## src/rtl/ghash_engine.sv

```systemverilog
// Digit-serial GHASH accumulator: acc = (acc ^ X) * H in GF(2^128), DIGIT multiplier bits per cycle.
// Optional macro GHASH_ABORT_EN adds a synchronous abort input that clears the message state.
module ghash_engine #(
    parameter int unsigned DIGIT = 8
) (
    input  logic         clk,
    input  logic         rst_n,
`ifdef GHASH_ABORT_EN
    input  logic         abort,
`endif
    input  logic [127:0] h_in,
    input  logic         h_load,
    input  logic         blk_valid,
    output logic         blk_ready,
    input  logic [127:0] blk_data,
    input  logic         blk_last,
    output logic         tag_valid,
    input  logic         tag_ready,
    output logic [127:0] tag,
    output logic         busy
);

    localparam int unsigned W     = 128;
    localparam int unsigned N     = W / DIGIT;
    localparam int unsigned CNT_W = (N > 1) ? $clog2(N) : 1;
    localparam logic [W-1:0] POLY = W'(8'h87);

    typedef enum logic [1:0] {IDLE, MUL, OUT} state_t;

    state_t           state_q, state_n;
    logic [W-1:0]     h_q, acc_q, a_q, m_q, p_q;
    logic [W-1:0]     p_step, m_step;
    logic [CNT_W-1:0] cnt_q;
    logic             last_q;
    logic             accept, mul_done, tag_take, abort_c;

`ifdef GHASH_ABORT_EN
    assign abort_c = abort;
`else
    assign abort_c = 1'b0;
`endif

    // Multiply by alpha: shift toward higher powers and fold bit 127 back through the polynomial.
    function automatic logic [W-1:0] mul_alpha(input logic [W-1:0] v);
        return {v[W-2:0], 1'b0} ^ (v[W-1] ? POLY : '0);
    endfunction

    // One digit of the product: consume the DIGIT lowest unconsumed bits of a, LSB first.
    always_comb begin
        p_step = p_q;
        m_step = m_q;
        for (int unsigned j = 0; j < DIGIT; j++) begin
            if (a_q[j]) p_step = p_step ^ m_step;
            m_step = mul_alpha(m_step);
        end
    end

    always_ff @(posedge clk or negedge rst_n) begin
        if (!rst_n) state_q <= IDLE;
        else        state_q <= state_n;
    end

    always_comb begin
        state_n  = state_q;
        accept   = 1'b0;
        mul_done = 1'b0;
        tag_take = 1'b0;
        case (state_q)
            IDLE: begin
                if (blk_valid && blk_ready) begin
                    accept  = 1'b1;
                    state_n = MUL;
                end
            end
            MUL: begin
                if (cnt_q == CNT_W'(N - 1)) begin
                    mul_done = 1'b1;
                    state_n  = last_q ? OUT : IDLE;
                end
            end
            OUT: begin
                if (tag_ready) begin
                    tag_take = 1'b1;
                    state_n  = IDLE;
                end
            end
            default: state_n = IDLE;
        endcase
        // Abort wins over any handshake or completion in the same cycle.
        if (abort_c) begin
            accept   = 1'b0;
            mul_done = 1'b0;
            tag_take = 1'b0;
            state_n  = IDLE;
        end
    end

    always_ff @(posedge clk or negedge rst_n) begin
        if (!rst_n) begin
            h_q       <= '0;
            acc_q     <= '0;
            a_q       <= '0;
            m_q       <= '0;
            p_q       <= '0;
            cnt_q     <= '0;
            last_q    <= 1'b0;
            tag       <= '0;
            blk_ready <= 1'b0;
            tag_valid <= 1'b0;
            busy      <= 1'b0;
        end else begin
            if (state_q == IDLE && h_load) h_q <= h_in;

            if (accept) begin
                a_q    <= acc_q ^ blk_data;
                m_q    <= h_load ? h_in : h_q;
                p_q    <= '0;
                cnt_q  <= '0;
                last_q <= blk_last;
            end else if (state_q == MUL) begin
                a_q   <= a_q >> DIGIT;
                m_q   <= m_step;
                p_q   <= p_step;
                cnt_q <= cnt_q + CNT_W'(1);
            end

            if (abort_c || tag_take) acc_q <= '0;
            else if (mul_done)       acc_q <= p_step;

            if (mul_done && last_q) tag <= p_step;

            blk_ready <= (state_n == IDLE);
            tag_valid <= (state_n == OUT);
            busy      <= (state_n != IDLE);
        end
    end

endmodule

```

## config.mk

```make
export PLATFORM = sky130hd
export DESIGN_NAME = ghash_engine
export DESIGN_NICKNAME = d
export VERILOG_FILES = /design/src/rtl/ghash_engine.sv
export SDC_FILE = /design/constraint.sdc
export NUM_CORES = 2
export LEC_CHECK = 0
export CAP_MARGIN = 0
export CELL_PAD_IN_SITES_DETAIL_PLACEMENT = 0
export CELL_PAD_IN_SITES_GLOBAL_PLACEMENT = 2
export CORE_MARGIN = 10
export CORE_UTILIZATION = 45
export DETAILED_ROUTE_END_ITERATION = 8
export DONT_BUFFER_PORTS = 1
export MAX_ROUTING_LAYER = met4
export PLACE_DENSITY_LB_ADDON = 0.08
export SLEW_MARGIN = 20
export SYNTH_ARGS = -nofsm -noshare
export SYNTH_HDL_FRONTEND = slang
export SYNTH_SLANG_ARGS = --single-unit
```

## constraint.sdc

```tcl
create_clock -name clk -period 6.2 [get_ports clk]
set_input_delay 1.24 -clock clk [delete_from_list [all_inputs] [get_ports clk]]
set_output_delay 1.24 -clock clk [all_outputs]
set_load 0.01 [all_outputs]
```

# Yosys cells after proc, flatten, opt, wreduce, memory -nomap -nowiden

Index checks and enable logic that the tools add are counted.

Add/sub/neg operators: 1
Equal/unequal tests: 4
Muxes and demuxes: 38
Bitwise operators: 17
Reductions and logical operators: 8

Operators by type and width:

| kind                                           | count |
|---|---|
| two-way mux 128 bit                            | 17 |
| bitwise XOR 128 bit                            | 9 |
| bitwise XOR 128 x 8 -> 128 bit                 | 8 |
| two-way mux 8 bit                              | 8 |
| two-way mux 2 bit                              | 4 |
| two-way mux 4 bit                              | 2 |
| two-way mux 1 bit                              | 6 |
| case mux 2 bit (3 select lines)                | 1 |
| nonzero test 2 bit                             | 3 |
| adder 4 x 1 -> 4 bit (second input constant)   | 1 |
| == test 2 bit (second input constant)          | 2 |
| == test 4 bit (second input constant)          | 1 |
| logical NOT 2 bit                              | 2 |
| logical AND 1 bit                              | 3 |
| == test 2 x 1 -> 1 bit (second input constant) | 1 |

Flip-flop bits (word level): 778
Bits of input ports: 262
Output and inout bits: 131
Logic and storage cells: 80

# Logic depth before layout (Yosys ltp)

Depth after elaboration: 18
Gate-level depth with buffers: 10
Mapped depth without buffers: 6

# Least setup slack after synthesis

OpenSTA, ideal clock, no wires.

Path type: in2reg
From: input port h_load
To: register m_q[100]
Setup time: 0.126 ns
Data arrival time: 2.611 ns
Required time: 6.074 ns
Path slack: 3.463 ns
Stages: 6
Buffers on the path: 3
Cell sequence: clkbuf_1 -> clkbuf_1 -> clkbuf_1 -> mux2i_1 -> nor2_1 -> a221o_1

Longest elaborated chain between the ends: 2

Ends and longest elaborated chain:

| what                 | line | RTL |
|---|---|---|
| start, declared      | 12   | `input logic h_load,` |
| two-way mux 128 bit  | 116  | `m_q <= h_load ? h_in : h_q;` |
| two-way mux 128 bit  | 114  | `if (accept) begin` |
| end signal, assigned | 116  |  |
| end signal, assigned | 122  | `m_q <= m_step;` |
| end, declared        | 31   | `logic [W-1:0] h_q, acc_q, a_q, m_q, p_q;` |

No other way between the ends.
A chain may end at the register's enable or synchronous reset.

# Worst setup path after layout

From: register cnt_q[0]
To: register tag[90]

Longest elaborated chain between the ends: 4

Ends and longest elaborated chain:

| what                   | line | RTL |
|---|---|---|
| start, declared        | 33   | `logic [CNT_W-1:0] cnt_q;` |
| start signal, assigned | 124  | `cnt_q <= cnt_q + CNT_W'(1);` |
| == test 4 bit          | 76   | `if (cnt_q == CNT_W'(N - 1)) begin` |
| two-way mux 1 bit      | 76   |  |
| two-way mux 1 bit      | 68   | `case (state_q)` |
| logical AND 1 bit      | 130  | `if (mul_done && last_q) tag <= p_step;` |
| end signal, assigned   | 130  |  |
| end, declared          | 19   | `output logic [127:0] tag,` |

No other way between the ends.

==> results.txt <==
----------------------------------------------------
[Run status]
  Outcome ... finished, final reports clean

[Worst setup path]
  Most used cell, CP ... buf_4
  Endpoint required time on the critical path ... 6.76 ns
  Cell chain of the critical path ... ha_1 -> and3_2 -> nor2b_4 -> buf_4 -> nand2_4 -> buf_4 -> mux2_2
  Slowest cell on crit path ... and3_2
  Startpoint types ... flip-flop
  Capture instance of the worst register-to-register path ... tag[90]
  Worst-case register-to-register setup slack ... 2.49 ns
  Worst stage delay on the critical path ... 0.67 ns
  Worst r2r path cells ... 7
  Kind of capture point of the worst setup path ... flip-flop
  Category of the critical setup timing path ... flip-flop to flip-flop
  Highest fanout seen on the critical path ... 61
  Data arrival time of the critical path ... 4.27 ns
  Critical register-to-register path startpoint ... cnt_q[0]

[Logic synthesis]
  Dominant register cell in the synthesized netlist ... dfrtp_1
  Synthesized instance count ... 4767
  Post-Synthesis Net Count ... 5030
  Share of synthesized area occupied by flip-flops and latches ... 0.420
  Most frequent cell after synthesis ... nand2_1
  Post-Syn Area per Cell ... 9.72 um2
  Number of enable flip-flop cells after synthesis ... 0
  Synthesis Warnings ... 0
  Ranking of synthesized cells by area ... dfrtp_1, xnor2_1, nand2_1, mux2_2, a221o_1
  Syn Std Cell Area ... 46300 um2
  Cell type with the highest aggregate area in the netlist ... dfrtp_1
  Number of synthesized register bits ... 778
  Commonest cells in the synthesized netlist ... nand2_1, xnor2_1, dfrtp_1
  Async set-or-reset flop fraction in the synthesized netlist ... 1.00
  Portion of synthesized cell area occupied by the leading cell type ... 0.420
  Number of different library cells in the post-synthesis netlist ... 49

[GRT]
  Most used routing layer in global routing ... met2
  Met2 Use GR ... 0.399
  Vias in the first global route ... 32600
  Overflow left after global routing ... 0
  GRT Util Overall ... 0.265
  Antenna violations before repair ... 16
  Wire length of the first global-routing pass ... 230000 um
  Met1 routing resource usage after global routing ... 0.351
  Pin count of the biggest net entering global routing ... 779
  GR Util met3 ... 0.0727

[STA]
  Total Negative Setup Slacks ... 0 ns
  Post-route clock period utilization ... 0.598
  Final slew viol count ... 0
  Relative slew margins ... 0.116
  Smallest setup slack after layout ... 2.49 ns
  RSZ-0062 raised after global routing ... false
  Worst slew pin tran ... 1.33 ns
  Final count of negative-setup-slack endpoints ... 0
  Clock period minus final worst setup slack ... 3.71 ns
  Max Clock Freq ... 0.270 GHz
  Clock Skews ... 0.0206 ns
  Total count of hold-check failures in the final report ... 0

[Floorplanning]
  Total I/O pin count ... 393
  Die X-Extent ... 341 um
  Die outline area ... 116000 um2
  # rows ... 117
  Initial core utilization ... 0.454
  Die extent in y ... 341 um
  Area of the core ... 102000 um2

[Place]
  DPL Wire Length ... 93600 um
  Worst slack at placement ... 2.52 ns
  Buffers on Ports ... 0
  Post-placement cell area ... 46800 um2
  GPL Wtd Cong ... 0.805

[Routing]
  1st-iter DRT viols ... 2944
  Vias/cell ... 5.60
  Routed wire length per instance ... 25.9 um
  Via total after detailed routing ... 33100
  Remaining DRCs ... 0
  Total wirelength of the detailed-routed design ... 153000 um
  Count of nets left with antenna violations after detail routing ... 0
  Number of detailed-routing iterations run before antenna repair ... 6

[Clock tree]
  TritonCTS Sinks ... 778
  Total number of H-tree levels ... 3
  Clock tree from TritonCTS ... done
  Insertion delay of the later-clocked pin in the worst-skew pair ... 0.69 ns
  Worst-path clk slew ... 0.06 ns
  Max Root-Sink Buffers ... 3
  Post-CTS Setup Repair Bufs ... 0
  Number of buffers added by the clock tree synthesis step ... 92
  Number of gates given a new drive strength after cts ... 0
  Cell chosen for the clock root ... clkbuf_16
  Total of hold buffers inserted after clock tree synthesis ... 0

[Power]
  Max VDD drop ... 0.000489 V
  Cell area power density ... 664 nW/um2
  Leak pwr ... 20.3 nW

[Final layout]
  Post-route cell area ... 50100 um2
  Final design utilization ... 0.491
  Area of combinational cells with multiple inputs ... 25100 um2
  Number of filler cells placed in the layout ... 9462
  Area used by sequential logic in the layout ... 19500 um2
  Share of final-layout standard cells stronger than drive strength 1 ... 0.100
  Area growth from synthesis to final layout ... 8.25%
  Total Nets Final ... 4718

[Flow run]
  Count of maximum capacitance violations ... 0

[Worst hold path]
  Worst min-delay path class ... primary input to asynchronous set/reset pin

----------------------------------------------------
-- metal layers --
layer,part of all wire,vias up
met2,0.45,926
met1,0.45,16700
li1,-,15300
met3,0.077,177
met4,0.023,0
met5,0,-
-- cell type report --
| type | instances | area share |
|---|---|---|
| clock inverter | 40 | 0.0108 |
| multi-input combinational | 3533 | 0.501 |
| inverter | 7 | 0.000524 |
| tap | 1368 | 0.0341 |
| clock buffer | 124 | 0.0529 |
| antenna | 14 | 0.000699 |
| timing repair buffer | 43 | 0.0109 |
| sequential | 778 | 0.389 |
-- cells in the final DEF, fill, tap and decap left out, drive strengths merged, types with 3 or more instances in the layout --
cell,synthesis,routed
clkbuf,333,124
nor3,4,4
o2bb2ai,105,105
o22ai,6,6
a21oi,8,8
a221o,243,243
o221ai,4,4
clkinv,0,14
nand3,22,22
nor2,274,274
mux2,233,233
a211oi,4,4
bufinv,0,12
dfrtp,778,778
diode,0,14
clkinvlp,0,10
or2,3,3
o211ai,3,3
a21o,20,20
xor2,222,222
xnor2,895,895
a22o,145,145
o21ai,25,25
a221oi,4,4
xnor3,26,26
nand2,1133,1133
buf,116,43
mux2i,127,127
nor2b,4,4
inv,7,11
-- sequential cells by signal, summed over array words and instances, names as in the netlist, 2 cells and up --
signal and cells:
acc_q 128, state_q 2, p_q 128, tag 128, cnt_q 4, a_q 128
h_q 128, m_q 128
-- cell families (layout without fill, tap and decap cells) --
family          count (synthesis)  in the layout  share of synthesized area
buf+inv                       456            214                     0.0388
simple gates                 1450           1450                      0.119
flops                         778            778                      0.420
other cells                     0             14                          0
mux                           360            360                     0.0841
xor+xnor                     1145           1145                      0.225
fa+ha+maj                       1              1                   0.000270
compound gates                577            577                      0.112
-- power by group --
part	switching (mW)	internal (mW)
logic	9.13	7.80
clock network	2.29	3.49
registers	3.34	7.25
-- critical path, delay by kind of cell, from the launching register on --
kind	cells	cell delay, ns
adder cells (fa/ha/maj)	1	0.19
AND/OR/NAND/NOR	3	1.36
flip-flops	1	0.38
buffers and inverters	2	0.93
multiplexers	1	0.46
-- through the flow --
step | std cells | hold slack, ns | total power [mW]
after floorplan | 4767 | 0.459 | 22.5
after global placement | 5724 | 0.480 | 27.4
after detailed placement | 5724 | 0.487 | 27.6
after CTS | 5888 | 0.278 | 33.5
after global routing | 5907 | 0.224 | 35.4
final | 5907 | 0.251 | 33.3
-- worst max-delay path by stage --
stage | startpoint | to | slack (ns) | cells after the start
after global placement | cnt_q[0] | tag[100] | 2.57 | 7
final | cnt_q[0] | tag[90] | 2.49 | 7
after floorplan | h_load | m_q[100] | 3.46 | 6
after global routing | cnt_q[0] | tag[82] | 2.36 | 7
after CTS | cnt_q[0] | tag[90] | 2.51 | 7
after detailed placement | cnt_q[0] | tag[101] | 2.52 | 7
No activity file was read; power rests on OpenSTA's default activity.
